### config.mk
export PLATFORM = sky130hd
export DESIGN_NAME = vga_timing_gen
export DESIGN_NICKNAME = d
export VERILOG_FILES = /design/src/rtl/vga_pkg.sv /design/src/rtl/clk_en_div.sv /design/src/rtl/vga_timing_gen.sv
export SDC_FILE = /design/constraint.sdc
export NUM_CORES = 1
export LEC_CHECK = 0
export CELL_PAD_IN_SITES_DETAIL_PLACEMENT = 1
export CELL_PAD_IN_SITES_GLOBAL_PLACEMENT = 2
export CORE_MARGIN = 2
export CORE_UTILIZATION = 30
export DETAILED_ROUTE_END_ITERATION = 8
export DONT_BUFFER_PORTS = 1
export PLACE_DENSITY_LB_ADDON = 0.05
export SYNTH_ARGS = -nofsm -noshare
export SYNTH_HDL_FRONTEND = slang
export SYNTH_HIERARCHICAL = 1
export SYNTH_SLANG_ARGS = --single-unit
### constraint.sdc
create_clock -name Clk -period 3.2 [get_ports Clk]
set_input_delay 0.64 -clock Clk [delete_from_list [all_inputs] [get_ports Clk]]
set_output_delay 0.64 -clock Clk [all_outputs]
set_load 0.05 [all_outputs]
### src/rtl/vga_pkg.sv
`default_nettype none
// ============================================================================
// vga_pkg : shared VGA timing defaults, colour constants and sync helper.
// Rev 1.0
// ============================================================================
package vga_pkg;

    localparam int H_VISIBLE = 640;
    localparam int H_FRONT   = 16;
    localparam int H_SYNC    = 96;
    localparam int H_BACK    = 48;
    localparam int H_TOTAL   = H_VISIBLE + H_FRONT + H_SYNC + H_BACK;

    localparam int V_VISIBLE = 480;
    localparam int V_FRONT   = 10;
    localparam int V_SYNC    = 2;
    localparam int V_BACK    = 33;
    localparam int V_TOTAL   = V_VISIBLE + V_FRONT + V_SYNC + V_BACK;

    typedef logic [11:0] rgb_t;

    localparam rgb_t BLACK = 12'h000;
    localparam rgb_t WHITE = 12'hFFF;
    localparam rgb_t RED   = 12'hF00;
    localparam rgb_t GREEN = 12'h0F0;

    // Pin level for a sync pulse given whether it is active and its polarity.
    function automatic logic sync_level(input logic active, input logic pol);
        return active ? pol : ~pol;
    endfunction

endpackage
`default_nettype wire

### src/rtl/clk_en_div.sv
`default_nettype none
// ============================================================================
// clk_en_div : one-Clk strobe every CLK_DIV enabled cycles.
// Rev 1.0
// ============================================================================
module clk_en_div #(
    parameter int CLK_DIV = 4
) (
    input  logic Clk,
    input  logic Reset,
    input  logic En,
    output logic pix_en
);

    localparam int W = (CLK_DIV > 1) ? $clog2(CLK_DIV) : 1;
    localparam logic [W-1:0] DIV_LAST = W'(CLK_DIV - 1);

    logic [W-1:0] div_q;
    logic [W-1:0] div_d;

    always_comb begin
        div_d = div_q;
        if (En) begin
            div_d = (div_q == DIV_LAST) ? '0 : div_q + W'(1);
        end
    end

    always_ff @(posedge Clk or posedge Reset) begin
        if (Reset) begin
            div_q <= '0;
        end else begin
            div_q <= div_d;
        end
    end

    assign pix_en = En && (div_q == DIV_LAST);

endmodule
`default_nettype wire

### src/rtl/vga_timing_gen.sv
`default_nettype none
// ============================================================================
// vga_timing_gen : VGA raster counters, visible/sync decodes and frame strobes.
// Rev 1.0
// ============================================================================
module vga_timing_gen
    import vga_pkg::*;
#(
    parameter int   CLK_DIV   = 4,
    parameter int   H_VISIBLE = vga_pkg::H_VISIBLE,
    parameter int   H_FRONT   = vga_pkg::H_FRONT,
    parameter int   H_SYNC    = vga_pkg::H_SYNC,
    parameter int   H_BACK    = vga_pkg::H_BACK,
    parameter int   V_VISIBLE = vga_pkg::V_VISIBLE,
    parameter int   V_FRONT   = vga_pkg::V_FRONT,
    parameter int   V_SYNC    = vga_pkg::V_SYNC,
    parameter int   V_BACK    = vga_pkg::V_BACK,
    parameter logic SYNC_POL  = 1'b0
) (
    input  logic        Clk,
    input  logic        Reset,
    input  logic        En,
    output logic [9:0]  hCount,
    output logic [9:0]  vCount,
    output logic        bright,
    output logic        hSync,
    output logic        vSync,
    output logic        pix_en,
    output logic        line_end,
    output logic        frame_start,
    output logic [15:0] frame_count
);

    localparam int H_TOTAL = H_VISIBLE + H_FRONT + H_SYNC + H_BACK;
    localparam int V_TOTAL = V_VISIBLE + V_FRONT + V_SYNC + V_BACK;

    localparam logic [9:0] H_LAST   = 10'(H_TOTAL - 1);
    localparam logic [9:0] V_LAST   = 10'(V_TOTAL - 1);
    localparam logic [9:0] H_VIS    = 10'(H_VISIBLE);
    localparam logic [9:0] V_VIS    = 10'(V_VISIBLE);
    localparam logic [9:0] HS_FIRST = 10'(H_VISIBLE + H_FRONT);
    localparam logic [9:0] HS_LAST  = 10'(H_VISIBLE + H_FRONT + H_SYNC - 1);
    localparam logic [9:0] VS_FIRST = 10'(V_VISIBLE + V_FRONT);
    localparam logic [9:0] VS_LAST  = 10'(V_VISIBLE + V_FRONT + V_SYNC - 1);

    logic        w_pix_en;
    logic        w_line_end;
    logic        w_frame_start;

    logic [9:0]  hcount_q, hcount_d;
    logic [9:0]  vcount_q, vcount_d;
    logic [15:0] frame_count_q, frame_count_d;
    logic        hsync_q, hsync_d;
    logic        vsync_q, vsync_d;

    clk_en_div #(
        .CLK_DIV (CLK_DIV)
    ) u_clk_en_div (
        .Clk     (Clk),
        .Reset   (Reset),
        .En      (En),
        .pix_en  (w_pix_en)
    );

    // Counters reset to the last position so the first pixel advance is a
    // genuine frame wrap to (0,0).
    always_comb begin
        w_line_end    = w_pix_en && (hcount_q == H_LAST);
        w_frame_start = w_line_end && (vcount_q == V_LAST);

        hcount_d = hcount_q;
        vcount_d = vcount_q;
        if (w_pix_en) begin
            if (w_line_end) begin
                hcount_d = '0;
                vcount_d = (vcount_q == V_LAST) ? '0 : vcount_q + 10'd1;
            end else begin
                hcount_d = hcount_q + 10'd1;
            end
        end

        frame_count_d = frame_count_q + 16'(w_frame_start);

        hsync_d = sync_level((hcount_q >= HS_FIRST) && (hcount_q <= HS_LAST), SYNC_POL);
        vsync_d = sync_level((vcount_q >= VS_FIRST) && (vcount_q <= VS_LAST), SYNC_POL);
    end

    always_ff @(posedge Clk or posedge Reset) begin
        if (Reset) begin
            hcount_q      <= H_LAST;
            vcount_q      <= V_LAST;
            frame_count_q <= '0;
            hsync_q       <= ~SYNC_POL;
            vsync_q       <= ~SYNC_POL;
        end else begin
            hcount_q      <= hcount_d;
            vcount_q      <= vcount_d;
            frame_count_q <= frame_count_d;
            hsync_q       <= hsync_d;
            vsync_q       <= vsync_d;
        end
    end

    assign hCount      = hcount_q;
    assign vCount      = vcount_q;
    assign bright      = (hcount_q < H_VIS) && (vcount_q < V_VIS);
    assign hSync       = hsync_q;
    assign vSync       = vsync_q;
    assign pix_en      = w_pix_en;
    assign line_end    = w_line_end;
    assign frame_start = w_frame_start;
    assign frame_count = frame_count_q;

endmodule
`default_nettype wire

**Word-level counts from Yosys, hierarchy flattened**

Index checks and enable logic that the tools add are counted.

- Bits of input ports: 3
- Bits in writable memories: 0
- Word-level logic and storage cells: 31
- Output and inout bits: 42
- Memories: 0
- Latch bits: 0
- ROM bits: 0
- Flip-flop bits (word level): 40

- Eq/ne operators: 3
- Multiplexer cells: 5
- Multiply operators: 0
- Reductions and logical operators: 7
- Shift-type cells: 0
- Div/mod/pow operators: 0
- Bitwise gates (word level): 0
- Add/subtract/negate cells: 4
- Magnitude comparators: 6

Operators by type and width:

| cell | count |
|---|---|
| 10-bit by 1-bit adder with 10-bit output (second input constant) | 2 |
| 10-bit == test (second input constant) | 2 |
| 10-bit two-way mux | 2 |
| 16-bit by 1-bit adder with 16-bit output | 1 |
| 10-bit greater-or-equal comparator (second input constant) | 1 |
| 10-bit by 9-bit greater-or-equal comparator with 1-bit output (second input constant) | 1 |
| 10-bit <= comparator (second input constant) | 1 |
| 10-bit by 9-bit <= comparator with 1-bit output (second input constant) | 1 |
| 10-bit < comparator (second input constant) | 1 |
| 10-bit by 9-bit < comparator with 1-bit output (second input constant) | 1 |
| 1-bit logical AND | 6 |
| 2-bit by 1-bit adder with 2-bit output (second input constant) | 1 |
| 2-bit == test (second input constant) | 1 |
| 1-bit two-way mux | 2 |
| 2-bit two-way mux | 1 |
| 2-bit AND reduction | 1 |

**Logic depth before layout (Yosys ltp)**

- Depth in word-level cells: 5
- Gate-level depth with buffers: 11
- Gate-level depth less buffers: 11

**By module**

Netlist, hierarchy kept.

Modules (own cells, without submodules):

| module | area an instance (um2) | seq. area each (um2) | cells an instance | times used |
|---|---|---|---|---|
| vga_timing_gen | 1,815.5 | 965.9 | 165 | 1 |
| clk_en_div | 100.1 | 50.0 | 8 | 1 |

**Worst setup path after synthesis**

OpenSTA, ideal clock, no wires.

- Path kind: reg-to-reg
- From: register vcount_q[0] (netlist: vCount[0])
- To: register frame_count_q[12] (netlist: frame_count[12])
- Data required time: 3.058 ns
- Period minus slack after synthesis: 3.431 ns
- Path slack: -0.231 ns
- Setup time: 0.142 ns
- Arrival time: 3.289 ns
- Path buffers: 0
- Cell stages (with the launch flop): 12
- Path through: dfrtp_1 inv_1 ha_1 nand4_1 or4_1 nor2_2 ha_1 ha_1 nand4_1 nor3_1 nand3_1 xnor2_1

- Cells in the longest elaborated chain, start to end: 3

Ends and longest elaborated chain:

| item | line | text |
|---|---|---|
| start, declared | vga_timing_gen.sv:51 | `logic [9:0] vcount_q, vcount_d;` |
| start signal, assigned | vga_timing_gen.sv:97 | `vcount_q <= vcount_d;` |
| 10-bit == test | vga_timing_gen.sv:69 | `w_frame_start = w_line_end && (vcount_q == V_LAST);` |
| 1-bit logical AND | vga_timing_gen.sv:69 |  |
| net frame_start | vga_timing_gen.sv:30 | `output logic frame_start,` |
| 16-bit by 1-bit adder with 16-bit output | vga_timing_gen.sv:82 | `frame_count_d = frame_count_q + 16'(w_frame_start);` |
| net frame_count_d[12] | vga_timing_gen.sv:52 | `logic [15:0] frame_count_q, frame_count_d;` |
| end signal, assigned | vga_timing_gen.sv:98 | `frame_count_q <= frame_count_d;` |
| end, declared | vga_timing_gen.sv:52 |  |

The timed path passes the listed nets, and every way through them passes these cells.
A chain may end at the register's enable or synchronous reset.

**Worst setup path after layout**

- From: register vcount_q[0] (netlist: vCount[0])
- To: register frame_count_q[12] (netlist: frame_count[12])

- Cells in the longest elaborated chain, start to end: 3

Ends and longest elaborated chain:

| item | line |
|---|---|
| 10-bit == test | vga_timing_gen.sv:69 |
| 1-bit logical AND | vga_timing_gen.sv:69 |
| 16-bit by 1-bit adder with 16-bit output | vga_timing_gen.sv:82 |
| net frame_count_d[12] | vga_timing_gen.sv:52 |

The timed path passes the listed nets, and every way through them passes these cells.

==> impl_metrics.py <==
metrics = {
    "clock_tree": {
        "numClockSinks": 40,
        "holdBufCountCts": 0,
        "clkLatencyLatePin_ns": 0.29,
        "cts_tree": "yes",
        "clockBufferDepth": 2,
        "cts-htree-levels": 2,
        "clockRootBuffer": "clkbuf_8",
        "clk_pin_slew_ns": 0.08,
        "cts_inserted_buffers": 5,
        "cts_resized": 0,
        "post_cts.repair.setup_buffers": 0,
    },
    "finish": {
        "drive_gt1_share_pct": 27.80,
        "mostFrequentLayoutCells": "dfrtp_1, buf_4, nand3_1, xnor2_1, nor2_1",
        "insertedDiodeCount": 0,
        "regArea_sq_um": 1018,
        "area_growth_pct": 19.92,
        "fillCellCount": 698,
        "mostFrequentLayoutCell": "dfrtp_1",
        "multi_input_area_sq_um": 872.1,
        "fin_nets": 215,
    },
    "worst_setup_path": {
        "ff2ff_path_depth": 11,
        "critPathCaptureType": "register",
        "arrival_ns": 3.07,
        "worst_r2r_endpoint": "frame_count[12]",
        "rr_startpoint": "vCount[0]",
        "start_kind": "register",
        "worstSetupPathType": "register to register",
        "cp.required_ns": 3.36,
        "reg2reg_slack_ns": 0.29,
        "path_max_fanout": 4,
    },
    "sta": {
        "hold_viol": 0,
        "max_slew_margin_pct": 58.25,
        "fmax_mhz": 344.0,
        "setup_viol": 0,
        "worst_slew_pin_slew_ns": 0.6263,
        "report.final.slew_viol_count": 0,
        "rsz0062_at_grt": "no",
        "finalClockSkew_ns": 0.003861,
        "finalCriticalPeriod_ns": 2.907,
        "fin_crit_sh_pct": 90.84,
        "setup-tns-final_ns": 0,
    },
    "floorplan": {
        "die_w_microns": 83.91,
        "die_height_microns": 83.91,
        "start_util_pct": 30.52,
        "core_region_area_sq_um": 6277,
        "rows": 29,
        "design.die.area_sq_um": 7041,
        "io_pins": 45,
    },
    "synthesis": {
        "yosysSeqAreaShare_pct": 53.04,
        "synthesis.area_sq_um": 1916,
        "syn_area_per_cell_sq_um": 11.07,
        "synth_top_area_cell": "dfrtp_1",
        "ys_types": 34,
        "synthCells": 173,
        "syn-num-nets": 184,
        "synthTopCellsByArea": "dfrtp_1, dfstp_2, xnor2_1",
        "synth_top_area_share_pct": 36.58,
        "yosysWarnings": 6,
        "synth_seq_cells": 40,
    },
    "global_route": {
        "grt_max_degree": 39,
        "grt_pass1_vias": 1536,
        "grt_pass1_wl_microns": 8100,
        "track_usage_pct": 14.71,
        "grt_overflow": 0,
        "antenna_found_initial": 0,
    },
    "place": {
        "post-dp-hpwl_microns": 3633,
        "io_buffers": 0,
        "place.gp.congestion": 0.8321,
    },
    "run": {
        "max_cap_violations": 0,
    },
    "route": {
        "drt-total-wl_microns": 4874,
        "ant_nets": 0,
        "wire_per_inst_microns": 17.28,
        "drtPass1Iterations": 4,
        "vias": 1406,
        "drt_iter0_markers": 19,
        "drc": 0,
        "via_per_inst": 4.986,
    },
    "worst_hold_path": {
        "hp-class": "primary input to asynchronous set/reset pin",
    },
    "power": {
        "p_per_area_nw_per_um2": 541.8,
        "power_mw": 1.245,
        "switching_share_pct": 33.25,
        "combinationalPowerShare_pct": 24.2,
        "p_int_uw": 830.8,
        "power_frac_seq_pct": 47.3,
        "leakage_nw": 1.049,
        "power.switching_uw": 413.9,
        "clkPwrFrac_pct": 28.5,
        "peakVddDrop_mv": 0.3702,
    },
    "outcome": {
        "status": "finished clean",
    },
}
==> flip-flops by register name (all words and copies together), names as in the netlist <==
name and count:
u_clk_en_div/div_q 2, vSync 1, frame_count 16, hSync 1, hCount 10, vCount 10
==> routing by layer <==
metal | global-route usage [%] | vias to the layer above | part of all wire, %
li1 | - | 668 | -
met1 | 18.47 | 701 | 46
met2 | 23.71 | 30 | 47
met3 | 4.649 | 7 | 4.8
met4 | 5.425 | 0 | 1.9
met5 | 0 | - | 0
==> cell families after synthesis <==
family | Yosys count | share of synthesized area, %
XOR/XNOR | 27 | 12.34
multiplexers | 3 | 1.763
flip-flops | 40 | 53.04
buffers and inverters | 9 | 1.960
AND/OR/NAND/NOR | 74 | 22.14
AO/OA/AOI/OAI | 12 | 3.527
adder cells (fa/ha/maj) | 8 | 5.226
==> critical path, stage by stage, from the launching register on <==
cell     delay [ns]
dfrtp_2        0.41
inv_1          0.11
ha_1           0.16
nand4_1        0.10
or4_1          0.58
nor2_4         0.15
ha_1           0.22
ha_1           0.24
nand4_1        0.14
nor3_1         0.34
nand3_1        0.14
xnor2_1        0.16
==> power by group through the flow <==
stage                     Clock, mW  Combinational (mW)  Sequential, mW
after floorplan                   0               0.109           0.711
after global placement            0               0.289           0.595
after detailed placement          0               0.304           0.599
after CTS                     0.369               0.304           0.589
after global routing          0.388               0.323           0.596
final                         0.355               0.301           0.589
==> how the worst max path moves through the flow <==
stage,from,end,slack [ns],cells after the start
finish,vCount[0],frame_count[12],0.29,11
global route,vCount[0],frame_count[13],0.02,10
CTS,vCount[0],frame_count[12],0.25,11
detailed placement,vCount[0],frame_count[12],0.27,11
global placement,vCount[0],frame_count[12],0.39,11
floorplan,vCount[4],frame_count[12],0.03,9
==> layout make-up <==
type	count	share of cell area, %
Multi-Input combinational cell	124	37.96
Clock inverter	2	0.4357
Clock buffer	6	3.595
Tap cell	77	4.194
Sequential cell	40	44.34
Timing Repair Buffer	25	8.170
Inverter	8	1.307
==> stage by stage <==
stage	cells	cell area (sq um)	setup WS, ns	hold slack [ns]	utilization, %
finish	282	2297	0.2931	0.07738	36.60
detailed placement	274	2205	0.2725	0.3888	35.12
CTS	282	2297	0.2490	0.06942	36.60
global route	282	2297	0.02055	0.07049	36.60
global placement	274	2205	0.3855	0.3835	35.12
floorplan	173	1923	0.03486	0.3812	-
==> synthesized netlist by cell type <==
| master | count |
|---|---|
| buf_4 | 1 |
| a21oi_1 | 2 |
| nor2_2 | 1 |
| clkinv_1 | 1 |
| or2_2 | 1 |
| dfstp_2 | 12 |
| and4_1 | 3 |
| and3_1 | 4 |
| inv_1 | 7 |
| nand4_1 | 9 |
| and4b_2 | 1 |
| nand2_1 | 9 |
| nand3_4 | 1 |
| o21a_1 | 1 |
| nor4_1 | 3 |
| o31ai_1 | 1 |
| xnor2_1 | 17 |
| xor2_1 | 10 |
| nand3_1 | 17 |
| and2_2 | 1 |
| and2_1 | 1 |
| nor3_1 | 3 |
| ha_1 | 8 |
| dfrtp_1 | 28 |
| and4b_1 | 1 |
| o211ai_1 | 1 |
| or3_1 | 1 |
| or4_1 | 2 |
| nor4b_1 | 1 |
| o21ai_0 | 7 |
| mux2_2 | 3 |
| and4_4 | 1 |
| nor2_1 | 13 |
| nand4b_1 | 1 |
Note: power is estimated with default switching activity, not from simulation.
